**config.mk**
```make
export PLATFORM = sky130hd
export DESIGN_NAME = dco_bank_flat
export DESIGN_NICKNAME = d
export VERILOG_FILES = /design/src/rtl/dco_bank_if.sv /design/src/rtl/dco_bank.sv /design/src/flat_wrapper.sv
export SDC_FILE = /design/constraint.sdc
export NUM_CORES = 1
export LEC_CHECK = 0
export ABC_CLOCK_PERIOD_IN_PS = 2500
export CAP_MARGIN = 20
export CORE_MARGIN = 4
export CORE_UTILIZATION = 49
export DETAILED_ROUTE_END_ITERATION = 6
export PLACE_DENSITY = 0.79
export SLEW_MARGIN = 20
export SYNTH_ARGS = -nofsm -noshare
export SYNTH_HDL_FRONTEND = slang
export SYNTH_SLANG_ARGS = --single-unit
```
**constraint.sdc**
```tcl
create_clock -name clk -period 2.5 [get_ports clk]
set_input_delay 0.25 -clock clk [delete_from_list [all_inputs] [get_ports clk]]
set_output_delay 0.25 -clock clk [all_outputs]
set_load 0.05 [all_outputs]
```
**src/rtl/dco_bank_if.sv**
```systemverilog
// Write port and per-channel status bundle for dco_bank.
interface dco_bank_if #(
  parameter int CH = 2,
  parameter int W  = 8
);
  localparam int CW = (CH > 1) ? $clog2(CH) : 1;

  logic          code_vld;
  logic [CW-1:0] code_ch;
  logic [W-1:0]  code;
  logic [CH-1:0] dco_out;
  logic [CH-1:0] wrap;
  logic [CH-1:0] pend;

  modport master (output code_vld, code_ch, code, input dco_out, wrap, pend);
  modport slave  (input code_vld, code_ch, code, output dco_out, wrap, pend);
endinterface

```
**src/rtl/dco_bank.sv**
```systemverilog
// Multi-channel square-wave DCO with shared prescaler and glitch-free period updates.
// Optional DCO_SYNC_EN adds a sync input that phase-aligns all running channels.
module dco_bank #(
  parameter int CH  = 2,
  parameter int W   = 8,
  parameter int DIV = 5
) (
  input  logic       clk,
  input  logic       rst_n,
  input  logic       en,
`ifdef DCO_SYNC_EN
  input  logic       sync,
`endif
  dco_bank_if.slave  bus
);
  localparam int CW = (CH > 1) ? $clog2(CH) : 1;
  localparam int DW = (DIV > 1) ? $clog2(DIV) : 1;
  localparam logic [DW-1:0] DIV_LAST = DW'(DIV - 1);

  logic [DW-1:0] div_cnt_reg, div_cnt_next;
  logic          tick;
  logic          sync_hit;

  always_comb begin
    div_cnt_next = div_cnt_reg;
    if (en)
      div_cnt_next = (div_cnt_reg == DIV_LAST) ? '0 : div_cnt_reg + 1'b1;
  end

  assign tick = en && (div_cnt_reg == DIV_LAST);

`ifdef DCO_SYNC_EN
  assign sync_hit = tick && sync;
`else
  assign sync_hit = 1'b0;
`endif

  always_ff @(posedge clk) begin
    if (!rst_n) div_cnt_reg <= '0;
    else        div_cnt_reg <= div_cnt_next;
  end

  genvar gi;
  generate
    for (gi = 0; gi < CH; gi++) begin : g_ch
      logic [W-1:0] active_reg, active_next;
      logic [W-1:0] pending_reg, pending_next;
      logic [W-1:0] cnt_reg, cnt_next;
      logic         pend_reg, pend_next;
      logic         out_reg, out_next;
      logic         wrap_reg, wrap_next;
      logic         wr, idle, last, start, boundary, consume;
      logic [W-1:0] applied;

      // A channel is IDLE whenever active is zero; every other value means RUN.
      always_comb begin
        wr       = bus.code_vld && (bus.code_ch == CW'(gi));
        idle     = (active_reg == '0);
        last     = (cnt_reg == active_reg - 1'b1);
        start    = tick && idle && pend_reg;
        boundary = tick && !idle && last && !out_reg;
        consume  = start || boundary || sync_hit;
        applied  = pend_reg ? pending_reg : active_reg;

        active_next  = active_reg;
        cnt_next     = cnt_reg;
        out_next     = out_reg;
        wrap_next    = 1'b0;
        pending_next = wr ? bus.code : pending_reg;
        // A write landing on the boundary cycle survives for the next boundary.
        pend_next    = wr ? 1'b1 : (consume ? 1'b0 : pend_reg);

        if (consume) begin
          active_next = applied;
          cnt_next    = '0;
          out_next    = (applied != '0);
          wrap_next   = (applied != '0);
        end else if (tick && !idle) begin
          if (last) begin
            cnt_next = '0;
            out_next = !out_reg;
          end else begin
            cnt_next = cnt_reg + 1'b1;
          end
        end
      end

      always_ff @(posedge clk) begin
        if (!rst_n) begin
          active_reg  <= '0;
          pending_reg <= '0;
          cnt_reg     <= '0;
          pend_reg    <= 1'b0;
          out_reg     <= 1'b0;
          wrap_reg    <= 1'b0;
        end else begin
          active_reg  <= active_next;
          pending_reg <= pending_next;
          cnt_reg     <= cnt_next;
          pend_reg    <= pend_next;
          out_reg     <= out_next;
          wrap_reg    <= wrap_next;
        end
      end

      assign bus.dco_out[gi] = out_reg;
      assign bus.wrap[gi]    = wrap_reg;
      assign bus.pend[gi]    = pend_reg;
    end
  endgenerate
endmodule

```
**src/flat_wrapper.sv**
```systemverilog
// flat-port wrapper written by rule: the top's interface ports become plain ports
module dco_bank_flat 
#(
  parameter int CH  = 2,
  parameter int W   = 8,
  parameter int DIV = 5
)
  (clk, rst_n, en, bus_code_vld, bus_code_ch, bus_code, bus_dco_out, bus_wrap, bus_pend);
  dco_bank_if #(.CH(CH), .W(W)) bus_i ();
  input  logic clk;
  input  logic rst_n;
  input  logic en;
  input wire logic [$bits(bus_i.code_vld)-1:0] bus_code_vld;
  input wire logic [$bits(bus_i.code_ch)-1:0] bus_code_ch;
  input wire logic [$bits(bus_i.code)-1:0] bus_code;
  output wire logic [$bits(bus_i.dco_out)-1:0] bus_dco_out;
  output wire logic [$bits(bus_i.wrap)-1:0] bus_wrap;
  output wire logic [$bits(bus_i.pend)-1:0] bus_pend;
  assign bus_i.code_vld = bus_code_vld;
  assign bus_i.code_ch = bus_code_ch;
  assign bus_i.code = bus_code;
  assign bus_dco_out = bus_i.dco_out;
  assign bus_wrap = bus_i.wrap;
  assign bus_pend = bus_i.pend;
  dco_bank #(.CH(CH), .W(W), .DIV(DIV)) u_core (.clk(clk), .rst_n(rst_n), .en(en), .bus(bus_i));
endmodule
```
Word-level counts from Yosys, hierarchy flattened
Cells that the tools add are included.

cells by class
  equal/unequal tests = 3
  add/subtract/negate cells = 5
  bitwise gates (word level) = 2
  muxes and demuxes = 15
  reductions and logical operators = 35

operators with widths
  operator               number
  $mux W8                4
  $add A8 B1 Y8 const B  2
  $eq A8 B8 Y1           2
  $logic_not A8 Y1       2
  $reduce_bool A8 Y1     2
  $sub A8 B1 Y8 const B  2
  $logic_and A1 B1 Y1    13
  $reduce_bool A2 Y1     6
  $mux W1                10
  $reduce_and A2 Y1      4
  $logic_not A1 Y1       4
  $reduce_or A2 Y1       2
  $add A3 B1 Y3 const B  1
  $eq A3 B3 Y1 const B   1
  $mux W3                1
  $logic_or A1 B1 Y1     2
  $not A1 Y1             2

word-level totals
  input port bits = 13
  output and inout bits = 6
  word-level logic and storage cells = 73
  register bits after elaboration = 57

Logic depth before layout (Yosys ltp)
  depth after elaboration = 8
  mapped depth = 10
  mapped depth without buffers = 8

Worst setup path before layout
No wires, ideal clock.

  path kind = reg2reg
  from = register u_core.g_ch[1].active_reg[0]
  to = register u_core.g_ch[1].active_reg[2]
  arrival = 2.234 ns
  required time = 2.383 ns
  buffers on the path = 2
  setup slack = 0.148 ns
  cell stages (with the launch flop) = 11
  clock period less this slack = 2.352 ns
  path through = dfxtp_1 -> buf_2 -> inv_1 -> ha_1 -> buf_1 -> o21ba_2 -> a221oi_1 -> a41oi_1 -> a211oi_2 -> nand3_2 -> a32o_1

between the ends
  longest elaborated chain between the ends = 6
  elaborated cells on any way between the ends = 10
  those cells by class = 1 x add/sub; 1 x eq/ne; 8 x reduce/logical

RTL lines
  element                                                RTL line        text
  start: declaration                                     dco_bank.sv:46  logic [W-1:0] active_reg, active_next;
  start signal: assignment                               dco_bank.sv:97  active_reg <= active_next;
  branches (longest 5 deep; another with $sub A8 B1 Y8)  n/a
  $logic_or A1 B1 Y1 (*)                                 dco_bank.sv:62  consume = start || boundary || sync_hit;

Every way passes the cells marked *.
A chain may end at the register's enable or synchronous reset.

Final worst setup path
  from = register u_core.g_ch[0].active_reg[1]
  to = register u_core.g_ch[0].active_reg[5]

between the ends
  longest elaborated chain between the ends = 6
  elaborated cells on any way between the ends = 10
  those cells by class = 1 x add/sub; 1 x eq/ne; 8 x reduce/logical

RTL lines
  element                                                RTL line
  start: declaration                                     dco_bank.sv:46
  start signal: assignment                               dco_bank.sv:97
  branches (longest 5 deep; another with $sub A8 B1 Y8)  n/a
  $logic_or A1 B1 Y1 (*)                                 dco_bank.sv:62

Marked as above.

==> qor.csv <==
metric,value,unit
status,"complete, no violations",
syn nets,384,
vias per cell,5.79,
Netlist cell types,60,
Diodes inserted,0,
Max rail drop VDD,350,uV
top-area cell type share of the netlist area,0.374,
Final Util,0.596,
Pins Over Slew Limit,0,
Routed Antenna Nets,0,
Hold Path Class,register to register,
Post-synth EDFFs,0,
CP most frequent cell,o2111ai_2,
synth top area cells,"dfxtp_1, nand2_1, xnor2_1, xor2_1, a21oi_1",
"FFs w/ async S/R, synth",0,
die area,7560,sq um
share of cells above drive strength 1,0.126,
max incr delay on CP,540,ps
"setup slack, reg-to-reg",60,ps
Final setup viols,0,
CP Launch Type,register,
Final Skew,8.89,ps
cell-by-cell trace of the critical path,"buf_6, or4b_4, o2111ai_2, nor3b_4, o2111ai_2, o41a_1, a22o_1",
Worst-path clk slew,70,ps
Layout area overhead,16.8,%
WS Path Type,register to register,
Synthesis Warnings,0,
Post-CTS Hold Buffers,0,
mapped cell area,3050,sq um
area of the multi-input gates,1790,sq um
Hold Path Origin,u_core.g_ch[0].pending_reg[7]$_SDFFE_PN0P_,
starting density of the core,0.510,
Fill cells,536,
Final Hold Viols,0,
synth cell count leaders,"dfxtp_1, nand2_1, nor2_1, a21oi_1, xnor2_1",
drt wl/cell,15.3,um
CTS Sinks,57,
Reg area,1140,sq um
Lkg Pwr,0.00135,uW
DP HPWL,5.19,mm
die extent in x,87.0,um
Nets,406,
Synth Flop Type,dfxtp_1,
WL final,7.13,mm
depth of the CTS H-tree,3,
measured slew at the worst slew-check pin,565,ps
Port Buffer Count,18,
Cell Rows,28,
"area leader, netlist",dfxtp_1,
fin crit share,0.975,
CTS tree,yes,
CTS Buffer Depth,2,
WHS,468,ps
max cap viols,0,
worst rel slew slack,0.622,
CP max FO,6,
vias in the first global route,2537,
minimum clock period,2440,ps
Post-Place Cell Area,3300,sq um
worst path arrival time,2660,ps
worst-case hold path end point,u_core.g_ch[0].pending_reg[7]$_SDFFE_PN0P_,
Worst EP required,2730,ps
via count,2693,
global-route wire length before repair,11.7,mm
"Max stage delay cell, worst path",o41a_1,
worst r2r path cells,7,
DRT Pass-1 Iters,4,
initial antenna violation count,0,
cell area after layout,3570,sq um
Gate Count Post-Synth,363,
gr ovfl total,0,
root buffer cell,clkbuf_8,
sequential area share after synthesis,0.374,
Die Y-Extent,87.0,um
Ports,19,
number of synthesized register bits,57,
Critical R2R Launch,u_core.g_ch[0].active_reg[1]$_SDFFE_PN0P_,
FF-to-FF End,u_core.g_ch[0].active_reg[5]$_SDFFE_PN0P_,
Max Freq,410,MHz
CP Capture Type,register,
Residual DRC,0,
drt initial violations,216,
mean area per synthesized cell,8.41,sq um
GR Util All Layers,0.196,
GPL Wtd Cong,0.908,
worst-skew pair later-pin latency,330,ps
Core ar.,5990,sq um
CTS Buf Count,9,
cell with the most instances after synthesis,dfxtp_1,
largest net degree at the start of global routing,18,
PD cells,537,nW/um^2
worst hold path depth,2,
==> cell families after synthesis <==
kind of cell             synth area share
adder cells (fa/ha/maj)            0.0328
AND/OR/NAND/NOR                     0.251
multiplexers                      0.00696
AO/OA/AOI/OAI                       0.193
buffers and inverters              0.0541
flip-flops                          0.374
XOR/XNOR                           0.0889
==> layer usage <==
| metal | GRT usage | up-vias | routed length (um) |
|---|---|---|---|
| met5 | 0 | - | 0 |
| met4 | 0.0722 | 0 | 97 |
| met3 | 0.0378 | 8 | 329 |
| met2 | 0.317 | 65 | 3410 |
| met1 | 0.257 | 1275 | 3300 |
| li1 | - | 1345 | - |
==> worst max path at each step <==
stage,start,to,slack (ps)
3_5_place_dp,u_core.g_ch[0].active_reg[1]$_SDFFE_PN0P_,u_core.g_ch[0].active_reg[3]$_SDFFE_PN0P_,100
4_1_cts,u_core.g_ch[0].active_reg[1]$_SDFFE_PN0P_,u_core.g_ch[0].active_reg[3]$_SDFFE_PN0P_,80
6_report,u_core.g_ch[0].active_reg[1]$_SDFFE_PN0P_,u_core.g_ch[0].active_reg[5]$_SDFFE_PN0P_,60
3_3_place_gp,u_core.g_ch[0].active_reg[1]$_SDFFE_PN0P_,u_core.g_ch[0].active_reg[7]$_SDFFE_PN0P_,160
5_1_grt,u_core.g_ch[0].active_reg[1]$_SDFFE_PN0P_,u_core.g_ch[0].pend_reg$_SDFFE_PN0P_,-100
2_1_floorplan,u_core.g_ch[1].active_reg[0]$_SDFFE_PN0P_,u_core.g_ch[1].active_reg[2]$_SDFFE_PN0P_,150
==> where the power goes <==
group,total (uW),internal [uW],switching (uW)
Combinational,125,53.2,71.8
Clock,850,484,367
Sequential,943,926,16.5
==> area by class of cell <==
class	count	area share
repair buffers	35	0.0873
inverters	9	0.00947
flip-flops and latches	57	0.320
well taps	75	0.0263
multi-input cells	273	0.502
clock buffers	11	0.0396
clock inverters	5	0.0154
==> through the flow <==
stage          setup TNS, ps  total power (uW)  setup slack [ps]  std cells
6_report                   0              1920              61.5        465
3_5_place_dp               0              1090               103        446
4_1_cts                    0              1920              83.4        462
3_3_place_gp               0              1080               165        446
2_1_floorplan              0              1040               148        363
5_1_grt                 -231              1980             -96.1        465
==> what timing repair did <==
action,in CTS,in global routing
setup endpoints to repair,0,7
gates resized for setup,0,9
buffers inserted,0,3
hold endpoints to repair,0,0
==> placed cells by master, fill, tap and decap left out, drive strengths merged, types with 2 or more instances in the layout <==
| master | instances |
|---|---|
| nor3 | 10 |
| and4 | 4 |
| clkinv | 2 |
| o31ai | 2 |
| xnor2 | 16 |
| xor2 | 15 |
| dfxtp | 57 |
| o21ai | 8 |
| clkbuf | 11 |
| a211oi | 3 |
| nand2b | 5 |
| nand4b | 2 |
| o22ai | 2 |
| a31oi | 5 |
| ha | 8 |
| o21bai | 2 |
| clkdlybuf4s50 | 18 |
| inv | 9 |
| a21oi | 22 |
| clkinvlp | 2 |
| o211ai | 3 |
| and2 | 3 |
| nand3 | 13 |
| nand4 | 7 |
| o2111ai | 4 |
| a32o | 7 |
| and3 | 14 |
| nand2 | 52 |
| or4 | 4 |
| or4b | 2 |
| buf | 17 |
| nor4 | 3 |
| nor3b | 2 |
| a22o | 8 |
| nor2 | 29 |
==> worst max-delay path, delay by kind of cell, from the launching register on <==
family,cells,cell delay (ps)
buf+inv,1,120
compound gates,4,1120
flops,1,330
simple gates,2,760
No activity file was read; power rests on OpenSTA's default activity.
